==> src/rtl/divider_arbiter.sv <==
// divider_arbiter: round-robin share of one 8/8 divider among NREQ requesters.
// Sequences issue -> capture -> divider re-arm (div_clr_n pulse) -> recovery gap.
// Optional build macro DIV_ZERO_BYPASS_EN: zero divisors complete locally without
// using the divider and raise dz_err; otherwise they go to the divider unchanged.
module divider_arbiter #(
  parameter  int unsigned NREQ        = 4,
  parameter  int unsigned TIMEOUT_CYC = 63,
  localparam int unsigned IDW         = $clog2(NREQ)
) (
  input  logic              clk,
  input  logic              reset_n,
  input  logic [NREQ-1:0]   req,
  input  logic [16*NREQ-1:0] values,
  output logic [NREQ-1:0]   ack,
  output logic [15:0]       result,
  output logic [IDW-1:0]    result_id,
  output logic              busy,
  output logic              timeout_err,
  output logic              dz_err,
  output logic              div_req,
  output logic [15:0]       div_values,
  input  logic              div_ack,
  input  logic [15:0]       div_result,
  output logic              div_clr_n
);

  localparam int unsigned TW = $clog2(TIMEOUT_CYC);

  typedef enum logic [1:0] {IDLE, ISSUE, DONE, GAP} state_t;

  state_t          state;
  logic [IDW-1:0]  rr_ptr;
  logic [IDW-1:0]  gnt_id;
  logic [TW-1:0]   timer;

  logic [15:0]     slice [NREQ];
  logic            gnt_vld_c;
  logic [IDW-1:0]  gnt_id_c;
  logic [IDW-1:0]  cand_c;
  logic [15:0]     gnt_val_c;

  // Unpack the flat operand bus into one 16-bit slice per requester
  always_comb begin
    for (int unsigned i = 0; i < NREQ; i++) begin
      slice[i] = values[16*i +: 16];
    end
  end

  // Round-robin pick: first requester set after the pointer, wrapping mod NREQ
  always_comb begin
    gnt_vld_c = 1'b0;
    gnt_id_c  = '0;
    cand_c    = '0;
    for (int unsigned i = 1; i <= NREQ; i++) begin
      cand_c = IDW'((32'(rr_ptr) + i) % NREQ);
      if (!gnt_vld_c && req[cand_c]) begin
        gnt_vld_c = 1'b1;
        gnt_id_c  = cand_c;
      end
    end
    gnt_val_c = slice[gnt_id_c];
  end

  // Sequencer FSM; every output is a register updated on state transitions
  always_ff @(posedge clk or negedge reset_n) begin
    if (!reset_n) begin
      state       <= IDLE;
      rr_ptr      <= IDW'(NREQ - 1);
      gnt_id      <= '0;
      timer       <= '0;
      ack         <= '0;
      result      <= '0;
      result_id   <= '0;
      busy        <= 1'b0;
      timeout_err <= 1'b0;
`ifdef DIV_ZERO_BYPASS_EN
      dz_err      <= 1'b0;
`endif
      div_req     <= 1'b0;
      div_values  <= '0;
      div_clr_n   <= 1'b1;
    end else begin
      ack         <= '0;
      timeout_err <= 1'b0;
`ifdef DIV_ZERO_BYPASS_EN
      dz_err      <= 1'b0;
`endif
      case (state)
        IDLE: begin
          if (gnt_vld_c) begin
            rr_ptr     <= gnt_id_c;
            gnt_id     <= gnt_id_c;
            div_values <= gnt_val_c;
            timer      <= '0;
            busy       <= 1'b1;
`ifdef DIV_ZERO_BYPASS_EN
            if (gnt_val_c[7:0] == 8'h00) begin
              // zero divisor: complete locally, the divider is never started
              result    <= {gnt_val_c[15:8], 8'hFF};
              result_id <= gnt_id_c;
              ack       <= NREQ'(1) << gnt_id_c;
              dz_err    <= 1'b1;
              div_clr_n <= 1'b0;
              state     <= DONE;
            end else begin
              div_req <= 1'b1;
              state   <= ISSUE;
            end
`else
            div_req <= 1'b1;
            state   <= ISSUE;
`endif
          end
        end
        ISSUE: begin
          // div_ack has priority over a simultaneous timeout
          if (div_ack || (timer == TW'(TIMEOUT_CYC - 1))) begin
            result      <= div_ack ? div_result : 16'hFFFF;
            timeout_err <= ~div_ack;
            result_id   <= gnt_id;
            ack         <= NREQ'(1) << gnt_id;
            div_req     <= 1'b0;
            div_clr_n   <= 1'b0;
            state       <= DONE;
          end else begin
            timer <= timer + 1'b1;
          end
        end
        DONE: begin
          div_clr_n <= 1'b1;
          state     <= GAP;
        end
        GAP: begin
          busy  <= 1'b0;
          state <= IDLE;
        end
        default: state <= IDLE;
      endcase
    end
  end

`ifndef DIV_ZERO_BYPASS_EN
  assign dz_err = 1'b0;
`endif

endmodule

==> config.mk <==
export PLATFORM = sky130hd
export DESIGN_NAME = divider_arbiter
export DESIGN_NICKNAME = d
export VERILOG_FILES = /design/src/rtl/divider_arbiter.sv
export SDC_FILE = /design/constraint.sdc
export NUM_CORES = 1
export LEC_CHECK = 0
export CORE_ASPECT_RATIO = 2
export CORE_MARGIN = 2
export CORE_UTILIZATION = 40
export CTS_BUF_LIST = sky130_fd_sc_hd__clkbuf_8 sky130_fd_sc_hd__clkbuf_16
export CTS_CLUSTER_DIAMETER = 30
export DETAILED_ROUTE_END_ITERATION = 10
export HOLD_SLACK_MARGIN = 0.06
export PLACE_DENSITY_LB_ADDON = 0.1
export SLEW_MARGIN = 20
export SYNTH_ARGS = -nofsm -noshare
export SYNTH_HDL_FRONTEND = slang
export SYNTH_SLANG_ARGS = --single-unit
export TNS_END_PERCENT = 10
==> constraint.sdc <==
create_clock -name clk -period 2.7 [get_ports clk]
set_input_delay 0.54 -clock clk [delete_from_list [all_inputs] [get_ports clk]]
set_output_delay 0.54 -clock clk [all_outputs]
set_load 0.03 [all_outputs]
# After elaboration in Yosys (flattened, before gate mapping)
# Index checks and enable logic that the tools add are counted.
# totals
latchBits	0
register_bits	54
mem_bits_ro	0
ram_bits	0
memories	0
output_inout_bits	43
in_bits	87
# op_classes
eq_ne	7
multipliers	0
div	0
muxes	35
n_addsub	5
shifts	1
order_cmp	5
n_reduce_logical	18
bitwise_logic	2
# ops
op	n
$mux 16	3
$bmux 16 s2	1
$lt 2x3->1 const B	4
$mux 1	12
$mux 2	6
$mux 6	2
$pmux 6 s2	1
$reduce_and 2->1	5
$bmux 1 s2	4
$mux 4	2
$pmux 2 s4	1
$add 6x1->6 const B	1
$eq 6x6->1 const B	1
$ne 2x2->1 const B	3
$pmux 1 s2	3
$reduce_and 3->1	2
$reduce_bool 2->1	3
$add 2x1->2 const B	2
$add 2x2->2 const B	2
$eq 2x2->1 const B	2
$shl 1x2->4 const A	1
$ge 3x3->1 const B	1
$logic_and 1x1->1	3
$logic_not 1->1	3
5 further kinds	5

# Logic depth before layout (Yosys ltp)
# logic_depth
ltp_word	17
ltp_mapped	8

# Least setup slack after synthesis
# No wires, ideal clock.
# synth_path
path_type	in2reg
from	input req[1]
to	register div_values[10]
setup_slack_ns	0.826
n_path_buf	2
arrival_time_ns	1.742
setup_time_ns	0.133
cell_stages	6
cell_sequence	or2_2 a311o_2 buf_6 buf_8 a211oi_2 a211oi_2
# synth_via
elab_chain_len	16
word_cells_on_any_way	27
cone_classes	19 x mux; 1 x bitwise; 7 x reduce/logical
# synth_lines
element	line_no	source
start, declared	12	input logic [NREQ-1:0] req,
$bmux 1 s2	56	if (!gnt_vld_c && req[cand_c]) begin
$mux 1 (implied by the code)	56	
$mux 1	56	
$logic_not 1->1	56	
$logic_and 1x1->1	56	
$mux 1	56	
$logic_not 1->1	56	
$logic_and 1x1->1	56	
$mux 1	56	
$logic_not 1->1	56	
$logic_and 1x1->1	56	
$mux 2	56	
$not 2->3 (implied by the code)	61	gnt_val_c = slice[gnt_id_c];
$bmux 16 s2	61	
$mux 16 (implied by the code) (2 in series)	61	
end signal, assigned	93	div_values <= gnt_val_c;
end, declared	21	output logic [15:0] div_values,
# Parallel ways exist; a longest one is shown, timed or not. The select of a mux whose other input is x is not followed.
# A chain may end at the register's enable or synchronous reset.

# Worst setup path after layout
# layout_path
from	input req[1]
to	register div_values[0]
# The elaborated chain is that of the path after synthesis.

==> results summary <==
The via count of the first global-routing pass came out at 2808. The detailed-route vias per instance came out at 5.25. The number of max-slew violations in the final report came out at 0. Of the post-synthesis cell area, the dominant cell type holds 0.434.

Of the total power, registers draw 0.294. The cell count after synthesis came out at 283. The design internal power is 0.00271 W. TritonCTS built the clock tree. The total negative slack for setup checks is 0 ps.

The capturing element type of the critical path is a flop. The count of nets left with antenna violations after detail routing came out at 0. The half-perimeter wire length after detailed placement is 6.23 mm.

The kind of start point of the critical path is an input pin. The wire length of the first global-routing pass came out at 13.6 mm. The cell with the most instances on the worst path is a211oi_1. Clock tree synthesis selected as its root buffer the cell clkbuf_16. The first-pass detailed-route iteration total is 4. The synthesized area came out at 2940 um^2.

At the later pin of the worst-skew pair, clock insertion delay measures 300 ps. For this run, the top clock speed supported by timing is 0.452 GHz. The number of warnings reported in the yosys synthesis log is 0. The number of clock sinks seen by CTS is 54. The boundary pin count came out at 130. The die covers 8100 um^2. The power density of the placed cells is 1060 nW/um^2. The depth of the CTS H-tree is 2.

The final critical delay including setup and external delays is 2210 ps. The row count came out at 44. The power dissipated by switching net loads is 0.00204 W. Of the available clock period, the critical path in the final layout requires 0.819. The fraction of final layout cells sized beyond drive strength 1 came out at 0.114. The number of instances resized during post-cts repair is 0. For this run, the post-layout net count is 504. Of the total power, the share spent switching nets is 0.430.

The violation count after the first detailed-route iteration is 62. The routability congestion estimate is 0.768. Traced cell by cell, the critical path runs through clkdlybuf4s50_1 > or2_2 > a311o_2 > a211oi_1 > a211oi_1. For the final database, setup skew stands at 6.45 ps. The largest stage delay on the critical path is 590 ps.

The number of diodes added for antenna fixing is 0. Summed over all layers, the routed wires come to 8.22 mm. In the layout the commonest cells are clkdlybuf4s50_1 (127), dfrtp_1 (51), nor2_1 (27). The flow ran to the end, and the final reports show no timing, DRC or antenna violations. The average cell area after synthesis came out at 10.4 um^2. The buffers plus inverters on the worst setup path is 1. The worst-case setup slack after placement came out at 158 ps. Clock tree synthesis inserted a total of 5 buffers. The area of the core region came out at 7210 um^2.

After clock tree synthesis, the setup repair step added 0 buffers. The number of distinct library cell variants in the gate-level netlist after synthesis is 42. Across every metal layer, demand over resource in global routing totals 0.214. The hold violation total from the final report is 0. The horizontal die dimension came out at 64.7 um. The max-cap check violation count is 0.

The post-detailed-route wirelength per cell is 16.3 um. The maximum fanout encountered on the critical timing path came out at 18. Setup repair after global routing left no endpoint under its margin. In this run the deepest clock path goes through 2 buffers.

The die is 125 um tall. The number of antenna violations at the first check in global routing came out at 0. The data arrival time of the critical path is 2380 ps. The cts-stage hold buffer count came out at 0. The portion of the post-synthesis area used by sequential elements came out at 0.460.

The port buffer count came out at 128. The type of the tightest min-delay check is input pin to async pin. Setup violations remaining at the end of the flow were counted as 0. The share of total power dissipated in combinational logic is 0.567. Compared with the post-synthesis result, the final layout area differs by 51.7%.

The global-route congestion overflow total is 0. Leaving out fill and tap cells, the most frequent cell in the layout is clkdlybuf4s50_1. Sorting the synthesized cells by area gives the leading types as dfrtp_1 (43%), a211oi_2 (6.8%), mux2i_1 (6.1%). The end-of-flow core utilization came out at 0.619. For this run, design rule violations remaining after detail routing come to 0.

The maximum number of pins on one net before global-route repair is 29. The synthesized net count is 377. The critical path crosses 5 cells after its start point.

The final worst slack is 488 ps. The actual slew at the worst max-slew pin came out at 754 ps. The power share of the clock group came out at 0.140. For this block, the via count after detailed routing is 2639. The worst max-slew margin expressed relative to the limit is 0.497. By startpoint and endpoint, the worst setup path is classified as input pin to flop. Summed over all cells, the static leakage comes to 1.86 nW. The synthesized design contains 54 register bits.

The largest individual stage delay along the critical path comes from the cell a311o_2. The clock slew seen by the registers of the worst setup and hold paths is 70 ps. The initial utilization of the core area, before any placement, comes to 0.408. The largest total area in the synthesized netlist belongs to dfrtp_1. The tightest hold margin came out at 272 ps.

Data on the critical path is required at its endpoint by 2870 ps. The number of cells on the worst reg-to-reg path is 6. IR analysis of the VDD net gives a maximum drop of 0.000681 V. Grouping stages by cell kind, the critical path spends the most delay in compound AO/OA/AOI/OAI gates.
## layer usage
layer,global-route usage,vias to the layer above,wire length (um),part of all wire
met1,0.225,1272,3050,0.37
met5,0,-,0,0
li1,-,1278,-,-
met3,0.0441,10,362,0.044
met2,0.409,79,4660,0.57
met4,0.0688,0,139,0.017
## synth_stat cells
library cell  instances
xor2_1                4
nand2b_1              5
a21bo_2               1
o211ai_1              1
a21o_1                2
and3_1                3
nor2_1               27
a211oi_2             16
dfstp_2               3
inv_1                22
o21ai_1               1
mux2i_1              18
o22a_1               16
nor2b_1               1
a2111oi_0             1
mux2_2                1
ha_1                  7
o31ai_1               1
conb_1                1
buf_6                 4
nor3b_1               1
buf_4                 4
buf_8                 1
o2111ai_1             2
nand2_1              17
a311o_2               1
buf_2                 2
clkbuf_1              8
nor3_1                3
o21ai_0               9
a211oi_1             16
nor2_2                1
o22ai_1               1
or2_2                 1
a41oi_1               1
dfrtp_1              51
nand3_1               2
nor4_4                1
nand2b_4              1
a32o_1                1
a21oi_1               6
a31oi_1              18
## metrics by stage
| step | total power [W] | area (um^2) | instances |
|---|---|---|---|
| 3_3_place_gp | 0.00408 | 4310 | 495 |
| 3_5_place_dp | 0.00413 | 4310 | 495 |
| 5_1_grt | 0.00506 | 4460 | 503 |
| 4_1_cts | 0.00482 | 4460 | 503 |
| 2_1_floorplan | 0.00314 | 2940 | 283 |
| 6_report | 0.00475 | 4460 | 503 |
## sequential cells by signal, indices dropped and copies added (netlist names)
register     flops
result_id        2
busy             1
div_values      16
rr_ptr           2
timer            6
state            2
result          16
div_clr_n        1
ack              4
gnt_id           2
timeout_err      1
div_req          1
## final timing paths
check | startpoint | end | slack, ps
max in group asynchronous | reset_n | div_clr_n | 1760
worst max-delay path | req[1] | div_values[0] | 490
worst min register to register | result_id[1] | result_id[1] | 490
min in group clk | result_id[1] | result_id[1] | 490
worst min-delay path | reset_n | div_values[11] | 270
worst max register to register | state[0] | div_values[0] | 560
## power groups by stage
stage                     Sequential [W]  Combinational, W  Clock, W
final                            0.00139           0.00269  0.000663
after global routing             0.00144           0.00289  0.000724
after floorplan                  0.00194           0.00120         0
after global placement           0.00140           0.00267         0
after detailed placement         0.00141           0.00272         0
after CTS                        0.00140           0.00273  0.000694
## layout make-up
type / count / area [um^2]
clock inverter: 3 / 26.3
sequential: 54 / 1360
multi-input combinational: 188 / 1380
clock buffer: 5 / 125
tap: 92 / 115
timing repair buffer: 139 / 1380
inverter: 22 / 82.6
fill: 649 / 2750
## cells by family (layout without fill, tap and decap cells)
kind of cell    Yosys count  in the layout  synth area share
buf+inv                  41            169            0.0723
mux                      19             19            0.0650
simple gates             63             63             0.102
xor+xnor                  4              4            0.0119
other cells               1              1           0.00127
fa+ha+maj                 7              7            0.0298
compound gates           94             94             0.257
flops                    54             54             0.460
Note: power is estimated with default switching activity, not from simulation.
